$ cat src/rtl/uio_bus_arbiter_if.sv
// uio_bus_arbiter_if
//   Bundles the requester handshake, the uio pad signals and the arbiter
//   status outputs shared between two requesters and a uio pad ring.
//   The clock and reset are not part of the bundle.
//
//   master (requester/pad side) drives:
//     ena, r0_req, r1_req, r0_oe, r0_out, r1_oe, r1_out, uio_in
//   slave (arbiter side) drives:
//     r0_gnt, r1_gnt, uio_out, uio_oe, rd_data, busy
interface uio_bus_arbiter_if;
  logic       ena;
  logic       r0_req;
  logic       r1_req;
  logic [7:0] r0_oe;
  logic [7:0] r0_out;
  logic [7:0] r1_oe;
  logic [7:0] r1_out;
  logic       r0_gnt;
  logic       r1_gnt;
  logic [7:0] uio_in;
  logic [7:0] uio_out;
  logic [7:0] uio_oe;
  logic [7:0] rd_data;
  logic       busy;

  modport master (
    output ena, r0_req, r1_req, r0_oe, r0_out, r1_oe, r1_out, uio_in,
    input  r0_gnt, r1_gnt, uio_out, uio_oe, rd_data, busy
  );

  modport slave (
    input  ena, r0_req, r1_req, r0_oe, r0_out, r1_oe, r1_out, uio_in,
    output r0_gnt, r1_gnt, uio_out, uio_oe, rd_data, busy
  );
endinterface

$ cat src/rtl/uio_bus_arbiter.sv
// uio_bus_arbiter
//   Arbitrates ownership of the 8 uio pins between two requesters.
//   A new owner is always preceded by TURNAROUND idle (oe=0) cycles so
//   two drivers never overlap on the pads. A contested owner is preempted
//   after MAX_HOLD grant cycles; an uncontested owner keeps the pins.
//   Ties go to the requester that did not own the pins last.
//
//   Parameters
//     TURNAROUND  idle cycles before a new grant (0..15)
//     MAX_HOLD    grant cycles before a contested owner is preempted (1..255)
//   Ports
//     clk    clock, rising edge
//     rst_n  asynchronous active-low reset
//     bus    uio_bus_arbiter_if.slave:
//              ena        design enable, low forces release
//              rN_req     requester N wants the pins
//              rN_oe/out  requester N per-pin enable / drive data
//              rN_gnt     requester N owns the pins
//              uio_in     pad input; rd_data is it registered once
//              uio_out/oe pad data / enable (1 = output)
//              busy       arbiter is not idle
module uio_bus_arbiter #(
  parameter int TURNAROUND = 1,
  parameter int MAX_HOLD   = 16
) (
  input logic                 clk,
  input logic                 rst_n,
  uio_bus_arbiter_if.slave    bus
);

  localparam logic [3:0] TURN_INIT = 4'(TURNAROUND);
  localparam logic [7:0] HOLD_LIM  = 8'(MAX_HOLD - 1);

  typedef enum logic [1:0] {IDLE, TURN, OWN} state_t;

  state_t     state;
  logic       owner;
  logic       last;
  logic [3:0] tcnt;
  logic [7:0] hcnt;

  logic own_req;
  logic oth_req;
  logic idle_win;

  assign own_req  = owner ? bus.r1_req : bus.r0_req;
  assign oth_req  = owner ? bus.r0_req : bus.r1_req;
  // Sole requester wins; on a tie the one that did not own last wins.
  assign idle_win = (bus.r0_req && bus.r1_req) ? ~last : bus.r1_req;

  // NOTE: sequential state uses non-blocking assignments so every register
  // samples the pre-edge values regardless of statement order.
  always_ff @(posedge clk or negedge rst_n) begin
    if (!rst_n) begin
      state <= IDLE;
      owner <= 1'b0;
      last  <= 1'b1;
      tcnt  <= '0;
      hcnt  <= '0;
    end else if (!bus.ena) begin
      state <= IDLE;
    end else begin
      unique case (state)
        IDLE: begin
          if (bus.r0_req || bus.r1_req) begin
            owner <= idle_win;
            tcnt  <= TURN_INIT;
            if (TURNAROUND == 0) begin
              state <= OWN;
              last  <= idle_win;
              hcnt  <= '0;
            end else begin
              state <= TURN;
            end
          end
        end

        TURN: begin
          tcnt <= tcnt - 4'd1;
          // tcnt is never 0 here; treating <=1 as done guards against a stall.
          if (tcnt <= 4'd1) begin
            state <= OWN;
            last  <= owner;
            hcnt  <= '0;
          end
        end

        OWN: begin
          if (hcnt != 8'hFF) hcnt <= hcnt + 8'd1;
          // Release and preemption both hand over when the other is waiting.
          if (oth_req && (!own_req || hcnt >= HOLD_LIM)) begin
            owner <= ~owner;
            tcnt  <= TURN_INIT;
            if (TURNAROUND == 0) begin
              state <= OWN;
              last  <= ~owner;
              hcnt  <= '0;
            end else begin
              state <= TURN;
            end
          end else if (!own_req) begin
            state <= IDLE;
          end
        end

        default: state <= IDLE;
      endcase
    end
  end

  always_ff @(posedge clk or negedge rst_n) begin
    if (!rst_n) bus.rd_data <= '0;
    else        bus.rd_data <= bus.uio_in;
  end

  // Outputs decode registered state only, so the async reset clears the
  // pads immediately without waiting for an edge.
  assign bus.r0_gnt = (state == OWN) && !owner;
  assign bus.r1_gnt = (state == OWN) &&  owner;
  assign bus.busy   = (state != IDLE);

  // NOTE: every always_comb output gets a default first so no latch is inferred.
  always_comb begin
    bus.uio_oe  = '0;
    bus.uio_out = '0;
    if (state == OWN) begin
      bus.uio_oe  = owner ? bus.r1_oe  : bus.r0_oe;
      bus.uio_out = owner ? bus.r1_out : bus.r0_out;
    end
  end

endmodule

$ cat src/flat_wrapper.sv
// flat-port wrapper written by rule: the top's interface ports become plain ports
module uio_bus_arbiter_flat 
#(
  parameter int TURNAROUND = 1,
  parameter int MAX_HOLD   = 16
)
  (clk, rst_n, bus_ena, bus_r0_req, bus_r1_req, bus_r0_oe, bus_r0_out, bus_r1_oe, bus_r1_out, bus_uio_in, bus_r0_gnt, bus_r1_gnt, bus_uio_out, bus_uio_oe, bus_rd_data, bus_busy);
  uio_bus_arbiter_if bus_i ();
  input logic clk;
  input logic rst_n;
  input wire logic [$bits(bus_i.ena)-1:0] bus_ena;
  input wire logic [$bits(bus_i.r0_req)-1:0] bus_r0_req;
  input wire logic [$bits(bus_i.r1_req)-1:0] bus_r1_req;
  input wire logic [$bits(bus_i.r0_oe)-1:0] bus_r0_oe;
  input wire logic [$bits(bus_i.r0_out)-1:0] bus_r0_out;
  input wire logic [$bits(bus_i.r1_oe)-1:0] bus_r1_oe;
  input wire logic [$bits(bus_i.r1_out)-1:0] bus_r1_out;
  input wire logic [$bits(bus_i.uio_in)-1:0] bus_uio_in;
  output wire logic [$bits(bus_i.r0_gnt)-1:0] bus_r0_gnt;
  output wire logic [$bits(bus_i.r1_gnt)-1:0] bus_r1_gnt;
  output wire logic [$bits(bus_i.uio_out)-1:0] bus_uio_out;
  output wire logic [$bits(bus_i.uio_oe)-1:0] bus_uio_oe;
  output wire logic [$bits(bus_i.rd_data)-1:0] bus_rd_data;
  output wire logic [$bits(bus_i.busy)-1:0] bus_busy;
  assign bus_i.ena = bus_ena;
  assign bus_i.r0_req = bus_r0_req;
  assign bus_i.r1_req = bus_r1_req;
  assign bus_i.r0_oe = bus_r0_oe;
  assign bus_i.r0_out = bus_r0_out;
  assign bus_i.r1_oe = bus_r1_oe;
  assign bus_i.r1_out = bus_r1_out;
  assign bus_i.uio_in = bus_uio_in;
  assign bus_r0_gnt = bus_i.r0_gnt;
  assign bus_r1_gnt = bus_i.r1_gnt;
  assign bus_uio_out = bus_i.uio_out;
  assign bus_uio_oe = bus_i.uio_oe;
  assign bus_rd_data = bus_i.rd_data;
  assign bus_busy = bus_i.busy;
  uio_bus_arbiter #(.TURNAROUND(TURNAROUND), .MAX_HOLD(MAX_HOLD)) u_core (.clk(clk), .rst_n(rst_n), .bus(bus_i));
endmodule
$ cat config.mk
export PLATFORM = sky130hd
export DESIGN_NAME = uio_bus_arbiter_flat
export DESIGN_NICKNAME = d
export VERILOG_FILES = /design/src/rtl/uio_bus_arbiter_if.sv /design/src/rtl/uio_bus_arbiter.sv /design/src/flat_wrapper.sv
export SDC_FILE = /design/constraint.sdc
export NUM_CORES = 1
export LEC_CHECK = 0
export ABC_AREA = 1
export CAP_MARGIN = 20
export CORE_ASPECT_RATIO = 2
export CORE_UTILIZATION = 44
export DETAILED_ROUTE_END_ITERATION = 10
export GPL_ROUTABILITY_DRIVEN = 0
export HOLD_SLACK_MARGIN = 0.03
export PLACE_DENSITY = 0.9
export SYNTH_ARGS = -nofsm -noshare
export SYNTH_HDL_FRONTEND = slang
export SYNTH_SLANG_ARGS = --single-unit
$ cat constraint.sdc
create_clock -name clk -period 2.86 [get_ports clk]
set_input_delay 0.286 -clock clk [delete_from_list [all_inputs] [get_ports clk]]
set_output_delay 0.286 -clock clk [all_outputs]
set_load 0.05 [all_outputs]
# ---- Word level (Yosys, flattened, before mapping)
# Index checks and enable logic that the tools add are counted.
dict set report word_totals {
  latchBits 0
  mem_bits_rw 0
  wordCells 62
  regBits 24
  in_bits 45
  memories 0
  output_inout_bits 27
  mem_bits_ro 0
}
dict set report classes {
  div 0
  reduce_logical 18
  mux 22
  shift 0
  order_cmp 2
  eq_ne 10
  multipliers 0
  n_addsub 2
  bitwise_logic 2
}
# cell count
set ops {}
lappend ops {{$mux W8} 6}
lappend ops {{$pmux W8 S2} 1}
lappend ops {{$pmux W4 S3} 1}
lappend ops {{$reduce_and A4 Y1} 3}
lappend ops {{$mux W2} 5}
lappend ops {{$add A8 B1 Y8 const B} 1}
lappend ops {{$ge A8 B4 Y1 const B} 1}
lappend ops {{$mux W4} 2}
lappend ops {{$ne A2 B1 Y1 const B} 4}
lappend ops {{$ne A8 B8 Y1 const B} 1}
lappend ops {{$ne A3 B2 Y1 const B} 2}
lappend ops {{$pmux W2 S3} 1}
lappend ops {{$reduce_and A3 Y1} 2}
lappend ops {{$reduce_bool A2 Y1} 3}
lappend ops {{$mux W1} 5}
lappend ops {{$le A4 B1 Y1 const B} 1}
lappend ops {{$logic_and A1 B1 Y1} 4}
lappend ops {{$ne A4 B4 Y1 const B} 1}
lappend ops {{$sub A4 B1 Y4 const B} 1}
lappend ops {{$reduce_bool A3 Y1} 1}
lappend ops {{$eq A2 B1 Y1 const B} 1}
lappend ops {{$eq A2 B2 Y1 const B} 1}
lappend ops {{$logic_not A1 Y1} 2}
lappend ops {{$logic_not A2 Y1} 1}
lappend ops {{3 further kinds} 5}

# ---- Depth between registers and ports, before layout
# Gate-level depths: netlist of run 1.
dict set report depth {
  word_depth 7
  mapped_depth 10
  ltp_nobuf 10
}

# ---- Worst setup path after synthesis of run 1
# No wires, ideal clock.
dict set report synth_path {
  kind {register -> output}
  from {reg u_core.state[0]}
  to {out bus_uio_oe[0]}
  path_stages_with_launch 7
  setup_slack_ns 0.498
  required_time_ns 2.574
  path_buffers 1
  t_arrival_ns 2.076
  cell_sequence {dfrtp_1 > inv_1 > ha_1 > nand2_1 > clkinv_1 > buf_1 > a22o_1}
}
dict set report synth_between {
  elab_chain_len 2
}
# element line
set synth_lines {}
lappend synth_lines {{start, declared} uio_bus_arbiter.sv:36} ;# state_t state;
lappend synth_lines {{start signal, assigned} uio_bus_arbiter.sv:55} ;# state <= IDLE;
lappend synth_lines {{start signal, assigned} uio_bus_arbiter.sv:61} ;# state <= IDLE;
lappend synth_lines {{start signal, assigned} uio_bus_arbiter.sv:69} ;# state <= OWN;
lappend synth_lines {{$eq A2 B2 Y1} uio_bus_arbiter.sv:126} ;# if (state == OWN) begin
lappend synth_lines {{$mux W8} uio_bus_arbiter.sv:126}
lappend synth_lines {{end, declared} flat_wrapper.sv:22} ;# output wire logic [$bits(bus_i.uio_oe)-1:0] bus_uio_oe;
# Every way passes these cells.

# ---- Worst setup path after layout of run 1
dict set report layout_path {
  from {reg u_core.state[0]}
  to {out bus_uio_oe[1]}
}
# Same word-level chain as after synthesis.

==> impl_metrics.json, run 1 <==
{
  "outcome": "complete, but fails checks",
  "violations": "DRC",
  "grt_usage_pct": 24.2,
  "hold_path_class": "in2async",
  "endpoint": "bus_uio_oe[1]",
  "rsz0062_at_grt": "no",
  "reg2reg_slack_ns": 0.86,
  "fin_util_pct": 74.6,
  "dr.pass1.iters": 8,
  "die_area_mm2": 0.00375,
  "drt_iter0_markers": 66,
  "grt_pass1_vias": 1563,
  "dieWidth_um": 43.8,
  "crit_fanout": 10,
  "postCtsResizedCells": 0,
  "vias": 1627,
  "cp.arrival_ns": 2.01,
  "clock-skew-final_ns": 0.00596,
  "drv_slew": 0,
  "grt_max_degree": 25,
  "ys_seq_area_share_pct": 39.1,
  "reg2reg_from": "u_core.state[0]",
  "power.leakage_uw": 0.00114,
  "min_period_ns": 2.30,
  "fmax_mhz": 435,
  "wl_um": 4350,
  "min_period_over_period_pct": 80.4,
  "relSlewSlack_pct": 55.3,
  "setup_viol": 0,
  "insertion_delay_ns": 0.27,
  "die_y_um": 85.6,
  "synth_nets": 245,
  "path_class": "reg2out",
  "syn_inst": 192,
  "row_count": 30,
  "cts-buffers-inserted": 3,
  "core_area_mm2": 0.00338,
  "ant_nets": 0,
  "yosys_register_bits": 24,
  "power.total_uw": 1740,
  "maxCapViolations": 0,
  "syn_to_final_growth_pct": 63.8,
  "numPortBuffers": 71,
  "post_cts_buffers": 0,
  "r2r_end": "u_core.hcnt[7]",
  "wl_per_cell_um": 14.6,
  "ctsHoldBuffers": 0,
  "crit_path_start": "u_core.state[0]",
  "finalHoldViolations": 0,
  "cts-root-buf": "clkbuf_8",
  "cts_tree": "built",
  "cp.required_ns": 2.57,
  "start_util_pct": 45.5,
  "tns_ns": 0,
  "start_kind": "register",
  "h-tree-depth": 1,
  "vdd_drop_max_mv": 0.447,
  "antenna_found_initial": 0,
  "layout-drive-gt1-share_pct": 14.7,
  "netlist_area_mm2": 0.00154,
  "worst_slew_pin_slew_ns": 0.671,
  "yosys_warnings": 0,
  "p_per_area_mw_per_mm2": 691,
  "grt_pass1_wl_um": 6930,
  "grt_overflow": 0,
  "drcViolationCount": 14,
  "end_kind": "primary output",
  "diodes": 0,
  "ios": 72,
  "ys_types": 28,
  "avgSynthCellArea_um2": 8.01,
  "cts_buffer_depth": 2,
  "path_clk_slew_ns": 0.09,
  "vias_per_cell": 5.46,
  "numClockSinks": 24,
  "dp_hpwl_um": 3480,
  "worstRegToRegCells": 6,
  "nets": 320
}
==> through the flow <==
step / hold slack [ns] / setup WS (ns) / cell area [um2] / cells
after floorplan: -0.00959 / 0.498 / 1540 / 192
after global placement: 0.458 / 0.926 / 2450 / 294
after detailed placement: 0.463 / 0.856 / 2450 / 294
after CTS: 0.383 / 0.553 / 2520 / 298
after global routing: 0.395 / 0.421 / 2520 / 298
final: 0.367 / 0.560 / 2520 / 298
==> layout make-up <==
cell class | count | area [um2]
multi-input combinational | 140 | 821
clock buffer | 3 | 41.3
timing repair buffer | 75 | 898
sequential | 24 | 602
clock inverter | 1 | 30.0
tap | 32 | 40.0
inverter | 23 | 86.3
fill | 243 | 860
==> logic make-up after synthesis <==
family                   Yosys count  synth area share [%]
AND/OR/NAND/NOR                   90                  26.7
AO/OA/AOI/OAI                     41                  19.6
adder cells (fa/ha/maj)            8                  6.51
flip-flops                        24                  39.1
buffers and inverters             28                  7.49
XOR/XNOR                           1                 0.570
==> flip-flops by register name (all words and copies together), names as in the netlist <==
signal and count:
u_core.bus.rd_data 8, u_core.hcnt 8, u_core.last 1, u_core.owner 1, u_core.state 2, u_core.tcnt 4
==> worst max-delay path: stages (launching register included) <==
cell	delay, ns
dfrtp_1	0.44
inv_1	0.11
ha_1	0.23
inv_1	0.10
nor2_2	0.29
buf_4	0.24
a22o_1	0.19
buf_12	0.15
==> per-layer routing <==
| metal | track usage, % | vias up | wire length [um] | share of wire [%] |
|---|---|---|---|---|
| li1 | - | 793 | - | - |
| met1 | 23.5 | 750 | 1490 | 34 |
| met5 | 0 | - | 0 | 0 |
| met4 | 9.66 | 0 | 123 | 2.8 |
| met3 | 4.00 | 13 | 308 | 7.1 |
| met2 | 47.1 | 71 | 2430 | 56 |
==> power by group <==
part | internal (uW) | total, uW | switching, uW
sequential | 403 | 465 | 62.5
clock | 187 | 301 | 113
combinational | 406 | 974 | 568
total | 996 | 1740 | 744
==> placed cells by master, fill, tap and decap left out <==
cell type / Yosys / routed
nand3b_1: 2 / 2
o21ai_0: 12 / 12
clkdlybuf4s50_1: 0 / 54
xnor2_1: 1 / 1
ha_1: 8 / 8
a22o_1: 16 / 16
clkinv_1: 1 / 1
o31ai_4: 1 / 1
nand2_4: 1 / 1
bufinv_16: 0 / 1
nand4_1: 8 / 8
a21oi_2: 1 / 1
buf_12: 0 / 16
or2_2: 1 / 1
o21ai_2: 3 / 3
nand3_1: 14 / 14
nor2_2: 1 / 1
nand2_1: 45 / 45
inv_2: 1 / 1
inv_1: 21 / 21
dfrtp_1: 23 / 23
nand2_2: 3 / 3
nor2_4: 1 / 1
nor2_1: 14 / 14
a21oi_1: 6 / 6
o21bai_1: 2 / 2
dfstp_2: 1 / 1
buf_4: 0 / 5
clkbuf_8: 0 / 3
==> cells in the mapped netlist (all sizes together) <==
master / instances / area, um2
a22o: 16 / 140
inv: 22 / 82.6
nand3: 14 / 70.1
clkbuf: 1 / 3.75
xnor2: 1 / 8.76
nand2: 49 / 199
nor2: 16 / 70.1
o31ai: 1 / 21.3
o21ai: 15 / 86.3
dfstp: 1 / 26.3
or2: 1 / 6.26
buf: 4 / 25.0
nand4: 8 / 50.1
nand3b: 2 / 15.0
clkinv: 1 / 3.75
ha: 8 / 100
dfrtp: 23 / 576
a21oi: 7 / 38.8
o21bai: 2 / 15.0
==> worst min path at each step <==
stage | slack, ns | cells after the start | to
2_1_floorplan | -0.01 | 0 | u_core.bus.rd_data[0]
3_3_place_gp | 0.46 | 2 | u_core.tcnt[1]
3_5_place_dp | 0.46 | 2 | u_core.last
4_1_cts | 0.38 | 2 | u_core.tcnt[3]
5_1_grt | 0.39 | 2 | u_core.tcnt[3]
6_report | 0.37 | 2 | u_core.tcnt[3]
Power figures use the tool's default switching activity.
==> run 2, diff against run 1 <==
- CORE_UTILIZATION: 44 -> 37
- PLACE_DENSITY: 0.9 -> 0.81
- clock period: 2.86 -> 1.9 ns (I/O delays scaled with it)
==> run 2 against run 1 <==
The flow now finishes without violations. Power is 65% higher. First-iteration DRC count is 56% lower. Non-clock buffer count is 6 higher. Die area is 18% higher. Register-to-register slack worse by 0.67 ns. Worst setup slack worse by 0.55 ns. Sequential cell count stayed put. Global-route usage is 3.1 points lower. Final area is 8.2% higher. Critical path depth is 1 lower. Critical path type unchanged. Critical endpoint is now bus_uio_out[6].
==> impl_metrics.json, run 2 (synthesis results as in run 1) <==
{
  "internal_power_uw": 1680,
  "clkPwrFrac_pct": 15.8,
  "crit_fanout": 17,
  "pre_cts_slack_ns": 0.0492,
  "cp_cell_sequence": "ha_4, inv_1, nor2_2, buf_12, a22o_2, buf_12",
  "worst_slew_pin_slew_ns": 0.507,
  "syn_to_final_growth_pct": 77.2,
  "reg2reg_from": "u_core.hcnt[0]",
  "switchingPower_uw": 1190,
  "p_per_area_mw_per_mm2": 1050,
  "drt_iter0_markers": 29,
  "fin_ws_ns": 0.0127,
  "cts-root-buf": "clkbuf_8",
  "path_common_cell": "buf_12",
  "max_stage_delay_ns": 0.46,
  "switching_share_pct": 41.5,
  "reg2reg_slack_ns": 0.19,
  "worstRegToRegCells": 10,
  "vdd_drop_max_mv": 0.735,
  "grt_overflow": 0,
  "fmax_mhz": 530,
  "placement.cell_area_mm2": 0.00254,
  "power.leakage_uw": 0.00124,
  "min_period_ns": 1.89,
  "crit_buf_inv": 3,
  "antenna_found_initial": 0,
  "setup_viol": 0,
  "core_area_mm2": 0.00392,
  "grt_usage_pct": 21.1,
  "critical_path.top_delay_family": "flip-flops",
  "ant_nets": 0,
  "end_kind": "primary output",
  "multi_input_area_um2": 897,
  "ios": 72,
  "die_y_um": 93.2,
  "ctsHoldBuffers": 0,
  "start_kind": "register",
  "vias": 1690,
  "pwr-share-seq_pct": 24.4,
  "vias_per_cell": 5.23,
  "die_area_mm2": 0.00443,
  "layout-drive-gt1-share_pct": 23.5,
  "cts_tree": "built",
  "start_util_pct": 39.2,
  "dr.pass1.iters": 4,
  "cts-buffers-inserted": 3,
  "h-tree-depth": 1,
  "grt_pass1_vias": 1611,
  "path_class": "reg2out",
  "maxCapViolations": 0,
  "outcome": "complete, no violations",
  "insertion_delay_ns": 0.27,
  "dp_hpwl_um": 3730,
  "numClockSinks": 24,
  "relSlewSlack_pct": 66.1,
  "wl_um": 4770,
  "min_period_over_period_pct": 99.3,
  "fillers": 313,
  "nets": 326,
  "grt_max_degree": 25,
  "drcViolationCount": 0,
  "layout_common_cells": "clkdlybuf4s50_1 (52), nand2_1 (45), dfrtp_1 (23)",
  "cts_buffer_depth": 2,
  "design_area_mm2": 0.00273,
  "numPortBuffers": 71,
  "top_regs": "u_core.bus.rd_data x8, u_core.hcnt x8, u_core.tcnt x4",
  "wl_per_cell_um": 14.8,
  "cp_slowest_cell": "dfrtp_1",
  "stdcell_count": 323,
  "dieWidth_um": 47.6,
  "fin_util_pct": 69.5,
  "final_common_cell": "clkdlybuf4s50_1",
  "post-place-cells": 315,
  "combPwrFrac_pct": 59.7,
  "r2r_end": "u_core.tcnt[2]",
  "drv_slew": 0,
  "grt_pass1_wl_um": 6680,
  "row_count": 32,
  "cp.required_ns": 1.71,
  "cp.arrival_ns": 1.70,
  "path_clk_slew_ns": 0.08,
  "tns_ns": 0,
  "clock-skew-final_ns": 0.000737,
  "finalHoldViolations": 0,
  "regArea_um2": 602,
  "diodes": 0,
  "hold_path_class": "in2async"
}
run 2: worst reg2reg max path, delay by kind of cell, from the launching register on:
kind | cells | cell delay (ns)
and+or+nand+nor | 9 | 0.96
adders and majority gates | 1 | 0.22
DFF | 1 | 0.43
run 2: worst max path at each step:
stage               startpoint        endpoint  slack (ns)  depth (start not counted)
6_report       u_core.state[1]  bus_uio_out[6]        0.01                          6
5_1_grt        u_core.state[1]  bus_uio_out[6]       -0.01                          6
3_3_place_gp    u_core.hcnt[0]  u_core.hcnt[7]        0.13                          6
4_1_cts        u_core.state[0]  bus_uio_out[1]      -0.009                          7
3_5_place_dp    u_core.hcnt[0]  u_core.hcnt[7]        0.05                          6
2_1_floorplan  u_core.state[0]   bus_uio_oe[0]         0.1                          6
run 2: routing by layer:
| metal | global-route usage (%) | vias to the layer above | wire, um |
|---|---|---|---|
| met4 | 9.95 | 0 | 111 |
| met3 | 2.90 | 9 | 470 |
| met2 | 42.8 | 72 | 2700 |
| li1 | - | 806 | - |
| met1 | 16.8 | 803 | 1490 |
| met5 | 0 | - | 0 |
run 2: area by class of cell:
cell class              instances  share of cell area, %
multi-input cells             140                   32.9
flip-flops and latches         24                   22.1
clock buffers                   3                   1.52
well taps                      51                   2.34
clock inverters                 1                   1.10
inverters                      23                   3.17
repair buffers                 81                   36.9
run 2: power groups by stage:
stage	registers (uW)	clock network, uW	logic [uW]
finish	701	454	1710
detailed placement	709	0	1590
floorplan	703	0	910
global placement	701	0	1560
CTS	691	459	1610
global route	709	479	1830
run 2: metrics by stage:
step / hold slack [ns] / power (uW)
finish: 0.272 / 2870
global route: 0.313 / 3020
CTS: 0.280 / 2760
detailed placement: 0.462 / 2300
global placement: 0.457 / 2270
floorplan: -0.106 / 1610
run 2: what timing repair did:
| item | CTS | global route |
|---|---|---|
| buffers inserted | 1 | 3 |
| resized for setup | 1 | 9 |
| endpoints found under the setup margin | 16 | 22 |
| pin swaps | 0 | 1 |
==> run 3, diff against run 2 <==
- CORE_UTILIZATION: 37 -> 41
- PLACE_DENSITY: 0.81 -> 0.79
- clock period: 1.9 -> 2 ns (I/O delays scaled with it)
==> run 3 against run 2 <==
Power decreased by 11%. Sequential share of layout area up 0.92 points. Sequential cell count is the same. Worst setup slack improved by 0.071 ns. Via count decreased by 3.7%. Register-to-register slack got worse by 0.04 ns. Combinational power shrank 15%. Sequential power down 4.7%. Critical path depth grew 1. Worst hold slack improved by 0.0046 ns. Critical path type unchanged. Largest power group unchanged.
==> impl_metrics.json, run 3 (synthesis results as in run 1) <==
{
  "cts-root-buf": "clkbuf_8",
  "path_clk_slew_ns": 0.08,
  "grt_pass1_wl_um": 6590,
  "reg2reg_from": "u_core.hcnt[0]",
  "start_kind": "register",
  "wl_um": 4380,
  "path_class": "reg2out",
  "die_area_mm2": 0.00401,
  "max_stage_delay_ns": 0.45,
  "dp_hpwl_um": 3360,
  "drv_slew": 0,
  "wl_per_cell_um": 13.8,
  "dieWidth_um": 45.3,
  "numClockSinks": 24,
  "nets": 323,
  "multi_input_area_um2": 847,
  "cp_cell_sequence": "inv_2, ha_4, inv_1, nor2_4, buf_6, a22o_1, buf_12",
  "vdd_drop_max_mv": 0.974,
  "syn_to_final_growth_pct": 70.5,
  "vias_per_cell": 5.12,
  "start_util_pct": 42.6,
  "dr.pass1.iters": 4,
  "design_area_mm2": 0.00262,
  "vias": 1628,
  "min_period_ns": 1.92,
  "worstRegToRegCells": 8,
  "reg2reg_slack_ns": 0.15,
  "final_common_cell": "clkdlybuf4s50_1",
  "layout_common_cells": "clkdlybuf4s50_1 (52), nand2_1 (45), dfrtp_1 (22)",
  "cp.arrival_ns": 1.72,
  "hold_path_class": "in2async",
  "end_kind": "primary output",
  "drt_iter0_markers": 30,
  "grt_max_degree": 25,
  "cts_buffer_depth": 2,
  "p_per_area_mw_per_mm2": 972,
  "ios": 72,
  "outcome": "complete, no violations",
  "clock-skew-final_ns": 0.00276,
  "maxCapViolations": 0,
  "antenna_found_initial": 0,
  "tns_ns": 0,
  "top_regs": "u_core.bus.rd_data x8, u_core.hcnt x8, u_core.tcnt x4",
  "numPortBuffers": 71,
  "power.leakage_uw": 0.00117,
  "relSlewSlack_pct": 64.8,
  "row_count": 31,
  "rsz0062_at_grt": "no",
  "placement.cell_area_mm2": 0.00250,
  "ctsHoldBuffers": 0,
  "r2r_end": "u_core.hcnt[0]",
  "grt_pass1_vias": 1496,
  "grt_usage_pct": 22.5,
  "insertion_delay_ns": 0.27,
  "crit_fanout": 8,
  "cp.required_ns": 1.80,
  "cp_slowest_cell": "dfrtp_2",
  "diodes": 0,
  "drcViolationCount": 0,
  "cts_tree": "built",
  "fin_util_pct": 72.7,
  "layout-drive-gt1-share_pct": 17.8,
  "core_area_mm2": 0.00361,
  "h-tree-depth": 1,
  "regArea_um2": 603,
  "fmax_mhz": 522,
  "cts-buffers-inserted": 3,
  "worst_slew_pin_slew_ns": 0.528,
  "fillers": 267,
  "die_y_um": 88.6,
  "setup_viol": 0,
  "ant_nets": 0,
  "finalHoldViolations": 0,
  "grt_overflow": 0,
  "min_period_over_period_pct": 95.8
}
[run 3: changes by cell type in the layout (fill, tap and decap cells not counted), sizes merged]
cell	before	now
buf	29	26
[run 3: worst max path at each step]
stage,startpoint,to,slack [ns],cells past startpoint
final,u_core.state[0],bus_uio_oe[4],0.08,7
after global routing,u_core.state[0],bus_uio_oe[4],0.01,7
after CTS,u_core.state[0],bus_uio_out[0],0.03,7
after detailed placement,u_core.state[0],bus_uio_oe[6],0.20,7
after global placement,bus_r1_req,u_core.tcnt[0],0.24,8
after floorplan,u_core.state[0],bus_uio_oe[0],-0.06,6
[run 3: timing repair]
item	CTS	global route
endpoints found under the setup margin	16	16
buffers inserted	1	0
pin swaps	1	0
gates cloned	0	1
gates resized for setup	4	7
[run 3: worst max-delay path, delay by kind of cell, from the launching register on]
kind	cells	cell delay [ns]
compound gates	1	0.20
fa+ha+maj	1	0.16
buf+inv	4	0.49
flops	1	0.45
simple gates	1	0.13
[run 3: final cells by class]
type,instances,area share (%)
repair buffers,78,36.3
multi-input cells,140,32.3
flip-flops and latches,24,23.0
inverters,23,3.29
well taps,49,2.34
clock buffers,3,1.58
clock inverters,1,1.15
[run 3: metrics by stage]
step,setup WS (ns),std cells,power [uW],hold WS (ns)
final,0.0837,318,2550,0.277
after global routing,0.0108,318,2700,0.336
after CTS,0.0281,317,2540,0.282
after detailed placement,0.196,312,2080,0.464
after global placement,0.240,312,2060,0.464
after floorplan,-0.0597,192,1520,-0.0956
[run 3: metal layers]
metal / vias up / track usage, % / part of all wire (%)
li1: 801 / - / -
met1: 749 / 20.6 / 32
met2: 72 / 44.1 / 57
met3: 6 / 4.08 / 9.2
met4: 0 / 10.7 / 2.1
met5: - / 0 / 0
[run 3: power by group]
group / switching, uW / internal, uW / total (uW) / leakage, uW
clock: 157 / 268 / 425 / 0.0000357
combinational: 824 / 631 / 1460 / 0.000832
sequential: 90.9 / 577 / 668 / 0.000305
